<file path="src/rtl/sysid_pkg.sv">
// Shared state encoding, default expected ID words and a counter-width helper
// for the system-ID read checker.
package sysid_pkg;

  typedef enum logic [2:0] {
    ST_IDLE    = 3'd0,
    ST_RD0_REQ = 3'd1,
    ST_RD0_LAT = 3'd2,
    ST_RD1_REQ = 3'd3,
    ST_RD1_LAT = 3'd4,
    ST_CHECK   = 3'd5,
    ST_FIN     = 3'd6
  } sysid_state_t;

  localparam logic [31:0] DEF_EXP_WORD0 = 32'd0;
  localparam logic [31:0] DEF_EXP_WORD1 = 32'd1461116254;
  localparam int unsigned MAX_ATTEMPTS  = 3;

  function automatic int unsigned cnt_width(input int unsigned max_val);
    return (max_val < 2) ? 1 : $clog2(max_val + 1);
  endfunction

endpackage

</file>
<file path="src/rtl/sysid_stall_timer.sv">
// Counts consecutive waitrequest stalls of the outstanding read and flags
// expiry once TIMEOUT_CYCLES stalls have accumulated.
module sysid_stall_timer
  import sysid_pkg::*;
#(
  parameter int unsigned TIMEOUT_CYCLES = 255
) (
  input  logic i_clock,
  input  logic i_reset,
  input  logic i_stall,
  output logic o_expired
);
  localparam int unsigned CW = cnt_width(TIMEOUT_CYCLES);

  logic [CW-1:0] r_count;

  // Any non-stall cycle (acceptance or leaving the request state) clears the count.
  always_ff @(posedge i_clock) begin
    if (i_reset) begin
      r_count <= '0;
    end else if (i_stall) begin
      r_count <= r_count + CW'(1);
    end else begin
      r_count <= '0;
    end
  end

  assign o_expired = (r_count == CW'(TIMEOUT_CYCLES));

endmodule

</file>
<file path="src/rtl/sysid_read_master.sv">
// Avalon-MM system-ID checker: reads words 0 and 1 and compares them with EXP_WORD0/1.
// Optional SYSID_READ_RETRY_EN: a mismatch re-runs the read pair, up to three attempts.
module sysid_read_master
  import sysid_pkg::*;
#(
  parameter logic [31:0] EXP_WORD0      = DEF_EXP_WORD0,
  parameter logic [31:0] EXP_WORD1      = DEF_EXP_WORD1,
  parameter int unsigned READ_LATENCY   = 0,
  parameter int unsigned TIMEOUT_CYCLES = 255
) (
  input  logic        i_clock,
  input  logic        i_reset,
  input  logic        i_start,
  output logic        o_avm_address,
  output logic        o_avm_read,
  input  logic        i_avm_waitrequest,
  input  logic [31:0] i_avm_readdata,
  output logic        o_busy,
  output logic        o_done,
  output logic        o_match,
  output logic        o_timeout,
  output logic [31:0] o_word0,
  output logic [31:0] o_word1
);
  localparam bit         NO_LAT   = (READ_LATENCY == 0);
  localparam logic [1:0] LAT_LAST = NO_LAT ? 2'd0 : 2'(READ_LATENCY - 1);

  sysid_state_t r_state, w_state_next;
  logic [1:0]   r_lat_cnt;
  logic [31:0]  r_word0, r_word1;
  logic         r_busy, r_done, r_match, r_timeout;
  logic         w_in_req, w_in_lat, w_stall, w_expired, w_accept, w_lat_last;
  logic         w_start_ok, w_words_ok, w_cap0, w_cap1, w_retry;

  assign w_in_req   = (r_state == ST_RD0_REQ) || (r_state == ST_RD1_REQ);
  assign w_in_lat   = (r_state == ST_RD0_LAT) || (r_state == ST_RD1_LAT);
  assign w_stall    = w_in_req && !w_expired && i_avm_waitrequest;
  assign w_accept   = w_in_req && !w_expired && !i_avm_waitrequest;
  assign w_lat_last = (r_lat_cnt == LAT_LAST);
  assign w_start_ok = (r_state == ST_IDLE) && !r_busy && i_start;
  assign w_words_ok = (r_word0 == EXP_WORD0) && (r_word1 == EXP_WORD1);

  // Zero latency samples data with acceptance; otherwise on the last latency cycle.
  assign w_cap0 = NO_LAT ? ((r_state == ST_RD0_REQ) && w_accept)
                         : ((r_state == ST_RD0_LAT) && w_lat_last);
  assign w_cap1 = NO_LAT ? ((r_state == ST_RD1_REQ) && w_accept)
                         : ((r_state == ST_RD1_LAT) && w_lat_last);

  sysid_stall_timer #(
    .TIMEOUT_CYCLES(TIMEOUT_CYCLES)
  ) u_stall_timer (
    .i_clock  (i_clock),
    .i_reset  (i_reset),
    .i_stall  (w_stall),
    .o_expired(w_expired)
  );

`ifdef SYSID_READ_RETRY_EN
  logic [1:0] r_retry_cnt;

  assign w_retry = !w_words_ok && (r_retry_cnt < 2'(MAX_ATTEMPTS - 1));

  always_ff @(posedge i_clock) begin
    if (i_reset) begin
      r_retry_cnt <= '0;
    end else if (w_start_ok) begin
      r_retry_cnt <= '0;
    end else if ((r_state == ST_CHECK) && w_retry) begin
      r_retry_cnt <= r_retry_cnt + 2'd1;
    end
  end
`else
  assign w_retry = 1'b0;
`endif

  always_comb begin
    w_state_next = r_state;
    case (r_state)
      ST_IDLE:    if (w_start_ok) w_state_next = ST_RD0_REQ;
      ST_RD0_REQ: begin
        if (w_expired)     w_state_next = ST_FIN;
        else if (w_accept) w_state_next = NO_LAT ? ST_RD1_REQ : ST_RD0_LAT;
      end
      ST_RD0_LAT: if (w_lat_last) w_state_next = ST_RD1_REQ;
      ST_RD1_REQ: begin
        if (w_expired)     w_state_next = ST_FIN;
        else if (w_accept) w_state_next = NO_LAT ? ST_CHECK : ST_RD1_LAT;
      end
      ST_RD1_LAT: if (w_lat_last) w_state_next = ST_CHECK;
      ST_CHECK:   w_state_next = w_retry ? ST_RD0_REQ : ST_FIN;
      ST_FIN:     w_state_next = ST_IDLE;
      default:    w_state_next = ST_IDLE;
    endcase
  end

  always_ff @(posedge i_clock) begin
    if (i_reset) begin
      r_state   <= ST_IDLE;
      r_lat_cnt <= '0;
      r_word0   <= '0;
      r_word1   <= '0;
      r_busy    <= 1'b0;
      r_done    <= 1'b0;
      r_match   <= 1'b0;
      r_timeout <= 1'b0;
    end else begin
      r_state <= w_state_next;
      r_done  <= (r_state == ST_FIN);
      r_lat_cnt <= (w_in_lat && !w_lat_last) ? r_lat_cnt + 2'd1 : 2'd0;
      if (w_cap0) r_word0 <= i_avm_readdata;
      if (w_cap1) r_word1 <= i_avm_readdata;
      if (r_state == ST_CHECK) r_match <= w_words_ok;
      // Busy falls together with the done pulse so a new start is only taken afterwards.
      if (w_start_ok) begin
        r_busy    <= 1'b1;
        r_match   <= 1'b0;
        r_timeout <= 1'b0;
        r_word0   <= '0;
        r_word1   <= '0;
      end else if (r_done) begin
        r_busy <= 1'b0;
      end
      if (w_expired && w_in_req) begin
        r_timeout <= 1'b1;
        r_match   <= 1'b0;
      end
    end
  end

  assign o_avm_read    = w_in_req && !w_expired;
  assign o_avm_address = (r_state == ST_RD1_REQ);
  assign o_busy        = r_busy;
  assign o_done        = r_done;
  assign o_match       = r_match;
  assign o_timeout     = r_timeout;
  assign o_word0       = r_word0;
  assign o_word1       = r_word1;

endmodule

</file>
<file path="config.mk">
export PLATFORM = sky130hd
export DESIGN_NAME = sysid_read_master
export DESIGN_NICKNAME = d
export VERILOG_FILES = /design/src/rtl/sysid_pkg.sv /design/src/rtl/sysid_stall_timer.sv /design/src/rtl/sysid_read_master.sv
export SDC_FILE = /design/constraint.sdc
export NUM_CORES = 1
export LEC_CHECK = 0
export CAP_MARGIN = 20
export CORE_MARGIN = 2
export CORE_UTILIZATION = 45
export CTS_CLUSTER_DIAMETER = 60
export DETAILED_ROUTE_END_ITERATION = 8
export PLACE_DENSITY = 0.79
export SLEW_MARGIN = 20
export SYNTH_ARGS = -nofsm -noshare
export SYNTH_HDL_FRONTEND = slang
export SYNTH_SLANG_ARGS = --single-unit
</file>
<file path="constraint.sdc">
create_clock -name i_clock -period 2 [get_ports i_clock]
set_clock_uncertainty 0.05 [all_clocks]
set_input_delay 0.4 -clock i_clock [delete_from_list [all_inputs] [get_ports i_clock]]
set_output_delay 0.4 -clock i_clock [all_outputs]
set_load 0.02 [all_outputs]
</file>
After elaboration in Yosys (flattened, before gate mapping)
Index checks and enable logic that the tools add are counted.
{"block": "totals", "ff_bits": 81, "elab_cells": 64, "in_bits": 36}
{"block": "op_classes", "muxes": 12, "eq_ne": 13, "bitwise_logic": 2, "add_sub_neg": 2, "reduce_logical": 26}
{"cell": "$eq 32x31->1 const B", "n": 1}
{"cell": "$logic_not 32->1", "n": 1}
{"cell": "$mux 3", "n": 7}
{"cell": "$pmux 3 s6", "n": 1}
{"cell": "$logic_and 1x1->1", "n": 10}
{"cell": "$eq 3x3->1 const B", "n": 3}
{"cell": "$add 8x1->8 const B", "n": 1}
{"cell": "$eq 8x8->1 const B", "n": 1}
{"cell": "$eq 3x2->1 const B", "n": 2}
{"cell": "$ne 2x2->1 const B", "n": 3}
{"cell": "$reduce_or 2->1", "n": 3}
{"cell": "$reduce_and 5->1", "n": 1}
{"cell": "$logic_not 1->1", "n": 4}
{"cell": "$mux 1", "n": 4}
{"cell": "$reduce_bool 2->1", "n": 2}
{"cell": "$eq 3x1->1 const B", "n": 1}
{"cell": "$logic_not 3->1", "n": 1}
{"cell": "$ne 3x1->1 const B", "n": 1}
{"cell": "$ne 3x3->1 const B", "n": 1}
{"cell": "$reduce_or 3->1", "n": 1}
{"cell": "$add 2x1->2 const B", "n": 1}
{"cell": "$logic_not 2->1", "n": 1}
{"cell": "$logic_or 1x1->1", "n": 2}
{"cell": "$not 1->1", "n": 2}

Longest topological paths before layout
Gate-level depths: netlist of run 1.
{"block": "depth", "depth_word": 7, "depth_mapped": 8}

Modules after synthesis
From an unflattened synthesis of run 1, not the netlist that was laid out.
{"block": "hier_totals", "hier_cells": 397, "hier_area_um2": 3089.2}
{"module": "sysid_read_master", "area_per_inst_um2": 2771.4, "n_inst": 1, "cells_each": 360}
{"module": "sysid_stall_timer", "area_per_inst_um2": 317.8, "n_inst": 1, "cells_each": 37}

Worst setup path before layout of run 1
No wires, ideal clock.
{"block": "synth_timing", "path_type": "register to register", "startpoint": "register u_stall_timer.r_count[0]", "endpoint": "register r_word0[3] (netlist: o_word0[3])", "arrival_ns": 1.435, "n_path_buf": 2, "slack_ns": 0.383, "setup_time_ns": 0.132, "stages_incl_launch_ff": 9, "required_ns": 1.818, "path_cell_list": "dfxtp_1 -> ha_1 -> nand3_2 -> o21ai_2 -> or3_1 -> buf_4 -> buf_6 -> nand2_1 -> a21oi_1"}
{"block": "synth_via", "elab_chain_len": 5}
{"element": "from (decl)", "line": "sysid_stall_timer.sv:15", "source": "logic [CW-1:0] r_count;"}
{"element": "from (signal assigned)", "line": "sysid_stall_timer.sv:22", "source": "r_count <= r_count + CW'(1);"}
{"element": "$eq 8x8->1", "line": "sysid_stall_timer.sv:28", "source": "assign o_expired = (r_count == CW'(TIMEOUT_CYCLES));"}
{"element": "$logic_not 1->1", "line": "sysid_read_master.sv:38", "source": "assign w_accept = w_in_req && !w_expired && !i_avm_waitrequest;"}
{"element": "$logic_and 1x1->1 (2 in a row)", "line": "sysid_read_master.sv:38"}
{"element": "$logic_and 1x1->1", "line": "sysid_read_master.sv:44", "source": "assign w_cap0 = NO_LAT ? ((r_state == ST_RD0_REQ) && w_accept)"}
{"element": "to (signal assigned)", "line": "sysid_read_master.sv:110", "source": "if (w_cap0) r_word0 <= i_avm_readdata;"}
{"element": "to (decl)", "line": "sysid_read_master.sv:30", "source": "logic [31:0] r_word0, r_word1;"}
Every way passes these cells.
A chain may end at the register's enable or synchronous reset.

Worst setup path after layout of run 1
{"block": "layout_timing", "startpoint": "register r_state[0]", "endpoint": "output o_avm_address"}
{"block": "layout_via", "elab_chain_len": 1}
{"element": "from (decl)", "line": "sysid_read_master.sv:28", "source": "sysid_state_t r_state, w_state_next;"}
{"element": "from (signal assigned)", "line": "sysid_read_master.sv:107", "source": "r_state <= w_state_next;"}
{"element": "$eq 3x2->1", "line": "sysid_read_master.sv:131", "source": "assign o_avm_address = (r_state == ST_RD1_REQ);"}
{"element": "to (decl)", "line": "sysid_read_master.sv:14", "source": "output logic o_avm_address,"}
Every way passes these cells.

==> reports/qor.txt, run 1 <==
M2 GR Usage: 0.3471
Pwr dens: 755.5 mW/mm2
Hold crit path type: flop to flop
CP max stage cell: dfxtp_1
Max Freq: 542.0 MHz
Die Ht: 88.06 um
Rows: 30
Syn nets: 436
Post-CTS setup buffers: 0
Synth unique cells: 38
Die ar.: 0.007754 mm2
CP delay by family, top: buffers and inverters
Max IR drop VDD: 0.5301 mV
Most common cell in the synthesized netlist: nand2_1
Arr. time, crit path: 1400 ps
Synth async-reset ratio: 0
CP startpoint kind: flop
Syn Area/Cell: 7.988 um2
Share of the synthesized area in the top cell type: 0.5100
CTS clock-pin slew for the worst setup and hold paths: 90 ps
Hold buffer count at CTS: 0
Post-synth top cells: 135 x nand2_1, 81 x dfxtp_1, 68 x a21oi_1, 21 x nor2_1, 12 x buf_2
Max clock buf depth: 2
CTS sink cnt: 81
Filler cells: 591
Period Utilization, post-route: 0.9225
Starting Density: 0.4654
RSZ-0062 raised after global routing: false
Crit path required time: 1550 ps
Post-Syn Area: 0.003179 mm2
Antenna violations before repair: 0
Storage element area: 0.001623 mm2
Synthesis warning total: 0
Remaining DRCs: 0
Fin nets: 542
Initial drt markers: 121
Wire per inst: 14.40 um
Main area contributors after synthesis: dfxtp_1 51%, nand2_1 16%, a21oi_1 11%
DRT Wirelength: 8.709 mm
Final setup fails: 0
Number of synthesized register bits: 81
Pin count of the biggest net entering global routing: 37
Die Wd: 88.06 um
Max-cap viol count: 0
Worst Setup Path Type: flop to output port
Final ANT Viol Nets: 0
Synth Instances: 398
First-pass GRT wire length: 13.34 mm
Hold depth: 1
Critical Path Fanout Max: 8
R2R setup slack: 200 ps
Top Usage Layer GRT: met2
Antenna Cells: 0
Fin. max-slew vios: 0
Setup TNS: 0 ps
Met1 usage: 0.2962
GPL Wtd Cong: 0.8691
Clk_lat worst skew: 340 ps
Met3 usage: 0.05561
EDFF count, synth: 0
Vias: 3,089
Buffers and inverters on the worst path: 2
Crit. End Element: output port
Layout cell share with drive strength beyond 1: 0.08251
Path depth of the worst reg2reg path: 8
Dominant synthesized flop cell: dfxtp_1
Core Area: 0.006832 mm2
CTS tree: done
Cts bufs inserted: 9
CP max stage delay: 360 ps
IO buf count: 105
Leak Pwr: 1.530 nW
Critical path depth: 4
Footprint of the multi-input gates: 0.001389 mm2
Critical path cell sequence: buf_4 -> nand2b_1 -> nor2_1 -> dlygate4sd2_1
Worst-Margin Slew: 475.8 ps
I/O pins: 106
Final HPWL DP: 6.284 mm
Final instance area: 0.004587 mm2
Vias per Instance: 5.106
CTS H-tree lvls: 3
Cell total after placement: 589
GR Overflow Total: 0
Min cycle time layout: 1845 ps
Post-synth top area cell: dfxtp_1
Register area share after synthesis: 0.5100
Final design utilization: 0.6714
Area growth, synth to finish: 44.27%
Total track usage: 0.2226
Vias in the first global route: 2,838
Root buf cell: clkbuf_8
Drt pass-1 iters: 4
Fin cells: 605
Status: completed
Max_slew headroom: 0.6785
Final Hold Viols: 0
Dpl cell area: 0.004375 mm2
[metal layers]
metal | up-vias | part of all wire
met5 | - | 0
met1 | 1441 | 0.44
met2 | 101 | 0.48
li1 | 1535 | -
met4 | 0 | 0.013
met3 | 12 | 0.074
[metrics by stage]
| stage | total power, W | setup slack (ps) | hold slack (ps) |
|---|---|---|---|
| after floorplan | 0.002007 | 382.7 | 341.2 |
| after global placement | 0.002258 | 136.4 | 348.7 |
| after detailed placement | 0.002266 | 84.42 | 366.9 |
| after CTS | 0.003499 | 4.280 | 377.7 |
| after global routing | 0.003613 | 22.68 | 397.2 |
| final | 0.003465 | 155.0 | 373.3 |
[timing repair]
item	4_1_cts	5_1_grt
endpoints found under the hold margin	0	0
endpoints found under the setup margin	2	1
pin swaps	1	0
resized for setup	5	1
[path summary, 6_finish.rpt]
| kind | startpoint | end |
|---|---|---|
| hold reg to reg | r_lat_cnt[0]$_SDFF_PP0_ | r_lat_cnt[0]$_SDFF_PP0_ |
| setup / recovery | r_state[0]$_SDFFE_PP0P_ | o_avm_address |
| setup reg to reg | u_stall_timer.r_count[1]$_SDFF_PP0_ | o_word0[16]$_SDFFE_PP0P_ |
| hold / removal | r_lat_cnt[0]$_SDFF_PP0_ | r_lat_cnt[0]$_SDFF_PP0_ |
[kinds of logic (layout without fill, tap and decap cells)]
kind of cell / count (synthesis) / after routing / synth area share
compound gates: 77 / 77 / 0.1287
xor+xnor: 7 / 7 / 0.01928
fa+ha+maj: 2 / 2 / 0.007870
buf+inv: 34 / 145 / 0.05785
flops: 81 / 81 / 0.5100
simple gates: 197 / 197 / 0.2763
[cells in the final DEF (no fill, tap or decap), types with 2 or more instances in the layout]
| cell | instances |
|---|---|
| dfxtp_1 | 80 |
| nor2_1 | 21 |
| nand2b_1 | 4 |
| xnor2_1 | 3 |
| nand2_1 | 135 |
| inv_1 | 9 |
| or3_1 | 2 |
| clkbuf_8 | 11 |
| nor4_1 | 9 |
| clkinvlp_4 | 2 |
| or2_2 | 2 |
| o21ai_0 | 3 |
| a21oi_1 | 68 |
| xor2_1 | 4 |
| nor4bb_1 | 2 |
| buf_4 | 11 |
| or4_1 | 2 |
| buf_12 | 4 |
| nor3_1 | 2 |
| nand3_1 | 2 |
| clkdlybuf4s50_1 | 103 |
| nor3_4 | 2 |
| nand4_1 | 4 |
| nand4b_1 | 2 |
[power breakdown]
part | internal [W] | switching [W]
Clock | 0.000651 | 0.000587
Combinational | 0.000242 | 0.000288
Sequential | 0.00166 | 0.0000376
[registers in the layout, indices dropped and copies added, names as in the netlist]
| signal | count |
|---|---|
| u_stall_timer.r_count | 8 |
| r_lat_cnt | 2 |
| o_match | 1 |
| o_busy | 1 |
| r_state | 3 |
| o_timeout | 1 |
| o_word0 | 32 |
| o_word1 | 32 |
| o_done | 1 |
[layout make-up]
cell class / count / share of cell area
clock buffers: 11 / 0.03301
repair buffers: 120 / 0.2632
flip-flops and latches: 81 / 0.3538
clock inverters: 5 / 0.01364
well taps: 96 / 0.02619
multi-input cells: 283 / 0.3028
inverters: 9 / 0.007365
(Power assumes the default switching activity.)
==> run 2, diff against run 1 <==
Settings changed: CORE_ASPECT_RATIO from default to 0.9, CORE_UTILIZATION 45 to 47, CTS_BUF_LIST from default to sky130_fd_sc_hd__clkbuf_8, PLACE_DENSITY 0.79 to 0.82, REMOVE_ABC_BUFFERS from default to 1.
==> run 2 against run 1 <==
Net effect:
- clock-buffer cell count shrank 1
- routed wire length grew 1.7%
- critical path depth grew 1
- flip-flop and latch count is the same
- highest routed layer unchanged
- sequential share of layout area shrank 0.22 points
- core utilization grew 3.4 points
- critical endpoint is now o_avm_read
- worst hold slack lost 2.4 ps
- sequential power is essentially flat
- die area shrank 4.1%
==> reports/qor.txt, run 2 (synthesized netlist as in run 1, its figures left out) <==
Filler cells: 527 (was 591)
Final design utilization: 0.7051 (was 0.6714)
CP delay by family, top: flip-flops (was buffers and inverters)
Antenna Cells: 0 (unchanged)
DRT Wirelength: 8.857 mm (was 8.709 mm)
Commonest non-fill, non-tap cell in the layout: nand2_1 (unchanged)
GR Overflow Total: 0 (unchanged)
Cts bufs inserted: 9 (unchanged)
Commonest non-fill, non-tap cells in the layout: 135 x nand2_1, 103 x clkdlybuf4s50_1, 79 x dfxtp_1 (was 135 x nand2_1, 103 x clkdlybuf4s50_1, 80 x dfxtp_1)
Die Wd: 90.70 um (was 88.06 um)
Layout cell share with drive strength beyond 1: 0.08611 (was 0.08251)
CP max stage cell: dfxtp_2 (was dfxtp_1)
Fin cells: 601 (was 605)
Status: completed (unchanged)
Wire per inst: 14.74 um (was 14.40 um)
Pwr dens: 741.5 mW/mm2 (was 755.5 mW/mm2)
Vias: 3,153 (was 3,089)
Critical Path Fanout Max: 4 (was 8)
Starting Density: 0.4853 (was 0.4654)
Period Utilization, post-route: 0.9472 (was 0.9225)
Max clock buf depth: 2 (unchanged)
Area growth, synth to finish: 45.30% (was 44.27%)
Core Area: 0.006551 mm2 (was 0.006832 mm2)
Die Ht: 82.03 um (was 88.06 um)
I/O pins: 106 (unchanged)
Die ar.: 0.007439 mm2 (was 0.007754 mm2)
Cell total after placement: 584 (was 589)
CP startpoint kind: flop (unchanged)
Setup TNS: 0 ps (unchanged)
Worst r2r src: u_stall_timer.r_count[0]$_SDFF_PP0_ (was u_stall_timer.r_count[1]$_SDFF_PP0_)
Fin. max-slew vios: 0 (unchanged)
Crit. End Element: output port (unchanged)
HP Start: r_lat_cnt[0]$_SDFF_PP0_ (unchanged)
Final setup fails: 0 (unchanged)
Clk_lat worst skew: 350 ps (was 340 ps)
Min cycle time layout: 1894 ps (was 1845 ps)
CP max stage delay: 380 ps (was 360 ps)
CTS H-tree lvls: 3 (unchanged)
Buffers and inverters on the worst path: 2 (unchanged)
Leak Pwr: 1.545 nW (was 1.530 nW)
CTS sink cnt: 81 (unchanged)
Total track usage: 0.2446 (was 0.2226)
RSZ-0062 raised after global routing: false (unchanged)
Antenna violations before repair: 0 (unchanged)
Final HPWL DP: 6.350 mm (was 6.284 mm)
Hold crit path type: flop to flop (unchanged)
Final ANT Viol Nets: 0 (unchanged)
CTS tree: done (unchanged)
Vias per Instance: 5.246 (was 5.106)
Worst Setup Path Type: flop to output port (unchanged)
Pin count of the biggest net entering global routing: 33 (was 37)
Max-cap viol count: 0 (unchanged)
Hold buffer count at CTS: 0 (unchanged)
Footprint of the multi-input gates: 0.001399 mm2 (was 0.001389 mm2)
CTS clock-pin slew for the worst setup and hold paths: 80 ps (was 90 ps)
Max Freq: 527.9 MHz (was 542.0 MHz)
Worst-Margin Slew: 482.7 ps (was 475.8 ps)
Root buf cell: clkbuf_8 (unchanged)
Arr. time, crit path: 1440 ps (was 1400 ps)
Drt pass-1 iters: 4 (unchanged)
Vias in the first global route: 2,962 (was 2,838)
GPL Wtd Cong: 0.9174 (was 0.8691)
First-pass GRT wire length: 14.25 mm (was 13.34 mm)
Remaining DRCs: 0 (unchanged)
Fin nets: 544 (was 542)
Crit path required time: 1550 ps (about the same)
Rows: 28 (was 30)
Max IR drop VDD: 0.4911 mV (was 0.5301 mV)
Storage element area: 0.001624 mm2 (was 0.001623 mm2)
Critical path cell sequence: ha_4 -> nand3_2 -> o21ai_2 -> inv_1 -> clkdlybuf4s15_2 (was buf_4 -> nand2b_1 -> nor2_1 -> dlygate4sd2_1)
CP startpoint: u_stall_timer.r_count[0]$_SDFF_PP0_ (was r_state[0]$_SDFFE_PP0P_)
Max_slew headroom: 0.6770 (was 0.6785)
Final Hold Viols: 0 (unchanged)
IO buf count: 105 (unchanged)
Initial drt markers: 174 (was 121)
Min Hold Slack: 370.9 ps (was 373.3 ps)
run 2: final timing paths:
check | endpoint | depth (start not counted) | slack [ps]
setup reg to reg | o_word0[29]$_SDFFE_PP0P_ | 9 | 170
setup / recovery | o_avm_read | 5 | 110
hold reg to reg | r_lat_cnt[0]$_SDFF_PP0_ | 1 | 370
hold / removal | r_lat_cnt[0]$_SDFF_PP0_ | 1 | 370
run 2: stage by stage:
stage	total power (W)	setup slack, ps	area, um2
2_1_floorplan	0.001964	-49.28	3029
3_3_place_gp	0.002274	136.6	4400
3_5_place_dp	0.002284	48.35	4400
4_1_cts	0.003450	14.71	4601
5_1_grt	0.003576	9.128	4619
6_report	0.003425	105.7	4619
run 2: layout make-up:
class	instances	area share
Inverter	9	0.007313
Timing Repair Buffer	122	0.2714
Tap cell	90	0.02438
Multi-Input combinational cell	283	0.3028
Clock buffer	10	0.02979
Clock inverter	6	0.01273
Sequential cell	81	0.3516
run 2: per-layer routing:
layer	up-vias	track usage	routed length (um)
li1	1528	-	-
met5	-	0	0
met2	129	0.4194	4321
met3	21	0.06789	622
met1	1475	0.2975	3709
met4	0	0.09231	204
run 2: what timing repair did:
item | CTS | global route
gates cloned | 0 | 0
gates resized for setup | 6 | 2
hold endpoints to repair | 0 | 0
setup endpoints to repair | 2 | 1
pin swaps | 0 | 1
buffers inserted | 0 | 1
run 2: power breakdown:
part           switching (W)  internal, W
clock network       0.000569     0.000601
registers          0.0000379      0.00166
logic               0.000297     0.000262
==> run 3, diff against run 2 <==
Settings changed: PLACE_DENSITY 0.82 to 0.88.
==> run 3 against run 2 <==
Net effect:
- setup slack gained 40 ps
- critical path depth shrank 4
- via count is 1.9% higher
- largest cell class unchanged
- sequential share of layout area grew 0.49 points
==> reports/qor.txt, run 3 (synthesized netlist as in run 1, its figures left out) <==
CTS H-tree lvls: 3 (unchanged)
Drt pass-1 iters: 5 (was 4)
Pre-CTS setup slack: 63.20 ps (was 48.35 ps)
Final Hold Viols: 0 (unchanged)
Max Freq: 539.3 MHz (was 527.9 MHz)
Vias per Instance: 5.362 (was 5.246)
CTS clock-pin slew for the worst setup and hold paths: 80 ps (about the same)
Hold crit path type: flop to flop (unchanged)
Crit path required time: 1550 ps (about the same)
IO buf count: 105 (unchanged)
Final ANT Viol Nets: 0 (unchanged)
Cts bufs inserted: 9 (unchanged)
Clk_lat worst skew: 340 ps (was 350 ps)
Commonest non-fill, non-tap cell in the layout: nand2_1 (unchanged)
Initial drt markers: 224 (was 174)
Layout cell share with drive strength beyond 1: 0.07859 (was 0.08611)
Final setup fails: 0 (unchanged)
Max IR drop VDD: 0.4197 mV (was 0.4911 mV)
Max_slew headroom: 0.6949 (was 0.6770)
Final design utilization: 0.6954 (was 0.7051)
GPL Wtd Cong: 0.9070 (was 0.9174)
Vias: 3,212 (was 3,153)
Core Area: 0.006551 mm2 (unchanged)
Die Wd: 90.70 um (unchanged)
Period Utilization, post-route: 0.9272 (was 0.9472)
Arr. time, crit path: 1400 ps (was 1440 ps)
Final setup margin: 145.7 ps (was 105.7 ps)
CP startpoint: o_word0[21]$_SDFFE_PP0P_ (was u_stall_timer.r_count[0]$_SDFF_PP0_)
Status: completed (unchanged)
Critical path cell sequence: clkdlybuf4s50_1 (was ha_4 -> nand3_2 -> o21ai_2 -> inv_1 -> clkdlybuf4s15_2)
Commonest non-fill, non-tap cells in the layout: 135 x nand2_1, 103 x clkdlybuf4s50_1, 79 x dfxtp_1 (unchanged)
Total track usage: 0.2403 (was 0.2446)
Setup TNS: 0 ps (unchanged)
Fin. max-slew vios: 0 (unchanged)
Pwr dens: 744.4 mW/mm2 (was 741.5 mW/mm2)
CP delay by family, top: buffers and inverters (was flip-flops)
Met3 usage: 0.04037 (was 0.06789)
Buffers and inverters on the worst path: 1 (was 2)
CTS sink cnt: 81 (unchanged)
Antenna violations before repair: 0 (unchanged)
Remaining DRCs: 0 (unchanged)
RSZ-0062 raised after global routing: false (unchanged)
Worst Setup Path Type: flop to output port (unchanged)
First-pass GRT wire length: 13.99 mm (was 14.25 mm)
Root buf cell: clkbuf_8 (unchanged)
M2 GR Usage: 0.4164 (was 0.4194)
Die ar.: 0.007439 mm2 (unchanged)
Pin count of the biggest net entering global routing: 40 (was 33)
Final HPWL DP: 6.539 mm (was 6.350 mm)
CP max stage delay: 640 ps (was 380 ps)
Max-cap viol count: 0 (unchanged)
Post-CTS setup buffers: 0 (unchanged)
Top Usage Layer GRT: met2 (unchanged)
DRT Wirelength: 9.150 mm (was 8.857 mm)
Starting Density: 0.4853 (unchanged)
HP Start: u_stall_timer.r_count[0]$_SDFF_PP0_ (was r_lat_cnt[0]$_SDFF_PP0_)
Met1 usage: 0.2975 (unchanged)
Min cycle time layout: 1854 ps (was 1894 ps)
Wire per inst: 15.28 um (was 14.74 um)
Antenna Cells: 0 (unchanged)
Crit. End Element: output port (unchanged)
GR Overflow Total: 0 (unchanged)
Die Ht: 82.03 um (unchanged)
Leak Pwr: 1.538 nW (was 1.545 nW)
CP startpoint kind: flop (unchanged)
Rows: 28 (unchanged)
Critical Path Fanout Max: 3 (was 4)
Worst r2r src: u_stall_timer.r_count[0]$_SDFF_PP0_ (unchanged)
Min Hold Slack: 390.2 ps (was 370.9 ps)
Fin cells: 599 (was 601)
Hold buffer count at CTS: 0 (unchanged)
I/O pins: 106 (unchanged)
Fin nets: 542 (was 544)
Cell total after placement: 583 (was 584)
Worst-Margin Slew: 456.0 ps (was 482.7 ps)
Filler cells: 536 (was 527)
Max clock buf depth: 2 (unchanged)
Vias in the first global route: 2,933 (was 2,962)
CP max stage cell: clkdlybuf4s50_1 (was dfxtp_2)
Area growth, synth to finish: 43.29% (was 45.30%)
CTS tree: done (unchanged)
[run 3: cell types whose count changed in the layout (fill, tap and decap cells not counted), sizes merged]
cell | before | now
buf | 17 | 16
clkdlybuf4s15 | 1 | 0
clkinvlp | 2 | 0
inv | 10 | 12
[run 3: repair_timing]
action                                  CTS  global route
pin swaps                                 0             1
cloned                                    0             0
endpoints found under the setup margin    2             1
gates resized for setup                   7             1
[run 3: layout make-up]
type	instances	area [um2]	share of cell area
well taps	90	112.6	0.02472
repair buffers	120	1207	0.2650
clock buffers	10	137.6	0.03021
multi-input cells	283	1389	0.3049
clock inverters	6	51.30	0.01126
inverters	9	33.78	0.007416
flip-flops and latches	81	1624	0.3565
[run 3: power by group]
| part | internal (W) | switching [W] | total [W] |
|---|---|---|---|
| clock | 0.000594 | 0.000556 | 0.00115 |
| combinational | 0.000244 | 0.000293 | 0.000537 |
| sequential | 0.00166 | 0.0000440 | 0.00170 |
[run 3: worst paths after layout]
path | depth (start not counted) | slack [ps] | endpoint
hold / removal | 1 | 390 | u_stall_timer.r_count[0]$_SDFF_PP0_
setup / recovery | 1 | 150 | o_word0[21]
hold reg to reg | 1 | 390 | u_stall_timer.r_count[0]$_SDFF_PP0_
setup reg to reg | 8 | 210 | o_word1[18]$_SDFFE_PP0P_
[run 3: layer usage]
metal,up-vias,routed length (um)
met3,13,586
met5,-,0
met2,148,4427
li1,1526,-
met1,1525,3976
met4,0,160
[run 3: worst register-to-register path: cells and delay by family, from the launching register on]
family / cells / cell delay [ps]
compound gates: 2 / 300
simple gates: 3 / 390
fa+ha+maj: 1 / 200
buf+inv: 2 / 420
flops: 1 / 360
[run 3: per-stage QoR]
step                      total power (W)  cell area, um2
after floorplan                  0.001964            3029
after global placement           0.002260            4368
after detailed placement         0.002275            4368
after CTS                        0.003401            4562
after global routing             0.003527            4556
final                            0.003391            4556
==> variant 1 (config.mk and constraints of run 1) <==
`TIMEOUT_CYCLES` is set to 255 in 2 places; all go to 510.
--- a/src/rtl/sysid_stall_timer.sv
+++ b/src/rtl/sysid_stall_timer.sv
@@ -5,3 +5,3 @@
 #(
-  parameter int unsigned TIMEOUT_CYCLES = 255
+  parameter int unsigned TIMEOUT_CYCLES = 510
 ) (
--- a/src/rtl/sysid_read_master.sv
+++ b/src/rtl/sysid_read_master.sv
@@ -8,3 +8,3 @@
   parameter int unsigned READ_LATENCY   = 0,
-  parameter int unsigned TIMEOUT_CYCLES = 255
+  parameter int unsigned TIMEOUT_CYCLES = 510
 ) (
Formal check against the unedited RTL: no difference found for any inputs over 10 cycles, from zero or initial values and one cycle with i_reset high; that may be too few to reach the edited logic, so the function may still have changed.
==> variant 1 against run 1 <==
Synthesized area increased by 7.7%. Power increased by 8.3%. Cell area increased by 5.8%. Sequential cell count increased by 1. Setup slack got worse by 59 ps. Sequential share of layout area decreased by 1.5 points. Routed wire length increased by 7.3%.
==> variant 1: results (changes against run 1) <==
Status
  • Run status: finished, final reports clean

Final layout
  • Non-clk invs: 7 (-2)
  • Multi-input gate share of total cell area: 32.9% (+2.6 points)
  • Multi-In Gates: 288 (+1.8%)
  • Fill cells: 631 (+6.8%)
  • Clock-cell share: 5.18% (+0.52 points)
  • FF/Latch Area: 0.00164 sq mm (+1.2%)
  • Layout cells sized above 1: 16.8% (+8.5 points)
  • Final #Nets: 546 (+0.74%)
  • Buffering overhead: 25.0% (-1.3 points)
  • Buffers excl. clock: 119 (-0.83%)
  • Clock buffer cells: 10 (-1)

GRT
  • Largest net degree at the start of global routing: 42 (+14%)
  • Met2 GRT Util: 38.3% (+3.6 points)
  • M1 GR Usage: 30.7% (+1.1 points)
  • GRT Overall Usage: 23.2% (+0.94 points)
  • Initial antenna violation count: 0 (unchanged)
  • Met3 usage: 4.15% (-1.4 points)
  • First-pass GRT wire length: 15600 um (+17%)

Clock tree
  • Clock sink count: 82 (+1.2%)
  • Clock Path Buffers: 2 (unchanged)
  • Number of buffers created by CTS: 9 (unchanged)
  • Clk Latency, worst-skew pair: 350 ps

Placement
  • Post-DP HPWL: 6620 um (+5.3%)
  • Post-placement cell count: 595 (+1.0%)
  • GP Congestion: 0.789 (-9.3%)

Synth
  • Post-Syn Nets: 440 (+0.92%)
  • Register area share after synthesis: 48.0% (-3.1 points)
  • Async set-or-reset flop fraction in the synthesized netlist: 0% (unchanged)
  • Avg Synthesized Cell Area: 8.54 sq um (+6.9%)
  • Ranking of synthesized cells by area: dfxtp_1, nand2_1, a21oi_2, buf_6, nor2_1
  • Synth cell types: 28 (-26%)
  • Top cells by count, synth: nand2_1, dfxtp_1, a21oi_2

Power
  • Sw Share: 25.8% (-0.57 points)
  • Power Clock: 0.00147 W (+19%)
  • LEAKAGE: 1.55 nW (+1.5%)
  • Comb pwr share: 15.1% (-0.2 points)
  • Worst-case vdd ir drop: 0.334 mV (-37%)

Worst setup path
  • CP Max Fanout: 2 (-6)
  • WP data arrival: 1450 ps (+50 ps)

Min path
  • Min-delay worst type: reg2reg

Drt
  • M1 WL: 4310 um (+13%)
  • DR WL met2: 4440 um (+7.3%)
  • DR vias: 3182 (+3.0%)
  • DR iter-0 viols: 117 (-3.3%)
  • Routed vias/inst: 5.21 (+2.0%)
  • Met3 WL: 483 um (-25%)
  • Post-Route WL: 9350 um (+7.3%)

Flow run
  • MaxCap Viol Count: 0 (unchanged)

STA
  • Worst slew margin: 66.3% (-1.5 points)
-- variant 1: cell count changes after synthesis, moves of 3 or more --
cell      before  now
a21oi_1       68   15
a21oi_2        0   53
buf_4          5    0
buf_6          3    8
nand2_1      135  139
nor4bb_1       2    6
clkbuf_1       5    2
nand4_1        4    7
-- variant 1: cells by family (layout without fill, tap and decap cells) --
kind of cell | count (synthesis) | after routing | share of synthesized area (%)
AND/OR/NAND/NOR | 203 | 203 | 26.0
flip-flops | 82 | 82 | 48.0
XOR/XNOR | 7 | 7 | 1.79
adder cells (fa/ha/maj) | 3 | 3 | 1.10
AO/OA/AOI/OAI | 75 | 75 | 17.5
buffers and inverters | 31 | 142 | 5.67
-- variant 1: critical path, stage by stage (launching register included) --
cell     delay (ps)
dfxtp_1         330
inv_1            40
ha_1            180
and4_1          230
a21oi_4         150
buf_2           180
-- variant 1: stage by stage --
step           instance area (sq um)  utilization (%)  total power [W]  hold WS, ps  setup WS (ps)
2_1_floorplan                   3420                -          0.00206          343            198
3_3_place_gp                    4610             63.2          0.00231          350           35.1
3_5_place_dp                    4610             63.2          0.00232          361           24.7
4_1_cts                         4850             66.5          0.00376          373           80.6
5_1_grt                         4850             66.5          0.00388          385           10.2
6_report                        4850             66.5          0.00375          369           96.2
-- variant 1: path summary, 6_finish.rpt --
kind | startpoint | end | slack, ps | depth (start not counted)
max | u_stall_timer.r_count[0] | o_avm_read | 100 | 5
max reg2reg | u_stall_timer.r_count[0] | o_word1[12] | 210 | 9
min | r_lat_cnt[0] | r_lat_cnt[0] | 370 | 1
min reg2reg | r_lat_cnt[0] | r_lat_cnt[0] | 370 | 1
-- variant 1: what timing repair did --
item,in CTS,in global routing
resized for setup,5,0
setup endpoints to repair,2,0
endpoints found under the hold margin,0,0
==> variant 2 (flow settings as in run 1) <==
Without the edit above. Encoding of `sysid_state_t`: now Gray code (3 bits for 7 states).
--- a/src/rtl/sysid_pkg.sv
+++ b/src/rtl/sysid_pkg.sv
@@ -5,9 +5,9 @@
   typedef enum logic [2:0] {
-    ST_IDLE    = 3'd0,
-    ST_RD0_REQ = 3'd1,
-    ST_RD0_LAT = 3'd2,
-    ST_RD1_REQ = 3'd3,
-    ST_RD1_LAT = 3'd4,
-    ST_CHECK   = 3'd5,
-    ST_FIN     = 3'd6
+    ST_IDLE    = 3'b000,
+    ST_RD0_REQ = 3'b001,
+    ST_RD0_LAT = 3'b011,
+    ST_RD1_REQ = 3'b010,
+    ST_RD1_LAT = 3'b110,
+    ST_CHECK   = 3'b111,
+    ST_FIN     = 3'b101
   } sysid_state_t;
Behaviour: same outputs for any inputs over 10 cycles, from zero or initial values and one cycle with i_reset high; not proved beyond that.
==> variant 2 against run 1 <==
Sequential cell count is the same. Cell count shrank 9.6%. Utilization is 0.94 points lower. Cell area increased by 4.1%. Setup slack lost 59 ps. Routed wire length down 2.4%. Synthesized area up 4.4%. Global-route usage is 1.2 points lower. Critical endpoint is now o_word0[31]. Largest cell class unchanged.
Power is not compared: it rests on default switching activity, and its combinational part moved more than twofold at a synthesized area within 25%.
==> variant 2: results (changes against run 1) <==
Clock tree
  • Clock Path Buffers: 2 (unchanged)
  • Post-CTS setup buffer count: 0 (unchanged)
  • Cts repair resizes: 6 (+1)
  • Number of buffers created by CTS: 9 (unchanged)
  • Clk Latency, worst-skew pair: 350 ps

Drt
  • Routed vias/inst: 5.06 (-0.89%)
  • DR iter-0 viols: 77 (-36%)
  • Routed len/inst: 15.5 um (+8.0%)

GRT
  • First-pass GRT wire length: 13700 um (+2.6%)
  • GRT Overall Usage: 21.1% (-1.2 points)
  • Vias in the first global route: 2802 (-1.3%)
  • Largest net degree at the start of global routing: 33 (-11%)
  • Initial antenna violation count: 0 (unchanged)

Placement
  • Pre-CTS WS: -56.4 ps (-141 ps)
  • # port buffers: 105 (unchanged)
  • Post-placement cell count: 531 (-9.8%)
  • Post-DP HPWL: 6250 um (-0.57%)
  • GP Congestion: 0.819 (-5.8%)
  • DP Area: 0.00459 sq mm (+4.9%)

Status
  • Run status: finished, final reports clean

Final layout
  • Final cell count without fillers: 547 (-9.6%)
  • Final #Nets: 481 (-11%)
  • Number of inserted diodes: 0 (unchanged)
  • Layout cells sized above 1: 16.5% (+8.3 points)

Synth
  • Ranking of synthesized cells by area: dfxtp_1, mux2i_1, nor2_1, nor2_2, nor4_1
  • Yosys warns: 0 (unchanged)
  • Cell count after synthesis: 325 (-18%)
  • Register area share after synthesis: 48.9% (-2.2 points)
  • Dominant synthesized flop cell: dfxtp_1
  • Top cells by count, synth: dfxtp_1, mux2i_1, nor2_1
  • Synth cell types: 35 (-7.9%)
  • Post-Syn Nets: 363 (-17%)

Power
  • Worst-case vdd ir drop: approximately 0.49 mV

Min path
  • Min-delay worst type: reg2reg

STA
  • Actual slew at the worst max-slew pin: 442 ps (-33.6 ps)

Worst setup path
  • WP data arrival: 2090 ps (+690 ps)
  • Worst stage delay on the critical path: 320 ps (-40 ps)
  • CP Max Fanout: 32 (+24)
-- variant 2: layer usage --
layer  part of all wire [%]  track usage, %  vias to the layer above
met1                     45            26.5                     1316
met5                      0               0                        -
li1                       -               -                     1357
met4                    2.1            8.85                        0
met3                    4.2            3.94                       16
met2                     48            35.7                       79
-- variant 2: final timing paths --
| check | start | endpoint | slack [ps] | cells after the start |
|---|---|---|---|---|
| worst min-delay path | r_lat_cnt[0] | r_lat_cnt[0] | 370 | 1 |
| worst max register to register | u_stall_timer.r_count[5] | o_word0[31] | 100 | 7 |
| worst min register to register | r_lat_cnt[0] | r_lat_cnt[0] | 370 | 1 |
| worst max-delay path | u_stall_timer.r_count[5] | o_word0[31] | 100 | 7 |
-- variant 2: area by class of cell --
type	instances	area (sq um)
flip-flops and latches	81	1620
clock buffers	9	124
repair buffers	126	1260
well taps	99	124
fillers	586	2440
multi-input cells	219	1560
inverters	6	22.5
clock inverters	7	55.1
-- variant 2: critical path: cells and delay by family (launching register included) --
kind / cells / cell delay [ps]
multiplexers: 1 / 280
flip-flops: 1 / 320
buffers and inverters: 2 / 430
AND/OR/NAND/NOR: 4 / 700
-- variant 2: logic make-up (layout without fill, tap and decap cells) --
kind of cell / Yosys count / count (layout) / synth area share (%)
and+or+nand+nor: 131 / 131 / 21.7
AOI/OAI and AO/OA: 13 / 13 / 2.34
xor gates and xnor gates: 8 / 8 / 2.11
buffers and inverters: 25 / 148 / 4.67
adders and majority gates: 2 / 2 / 0.754
muxes: 65 / 65 / 19.6
DFF: 81 / 81 / 48.9
-- variant 2: power by group --
part | switching (W) | leakage (nW) | internal (W)
combinational | 0.000817 | 0.879 | 0.000708
clock | 0.000617 | 0.0858 | 0.000459
sequential | 0.000126 | 0.655 | 0.00175
total | 0.00156 | 1.62 | 0.00292
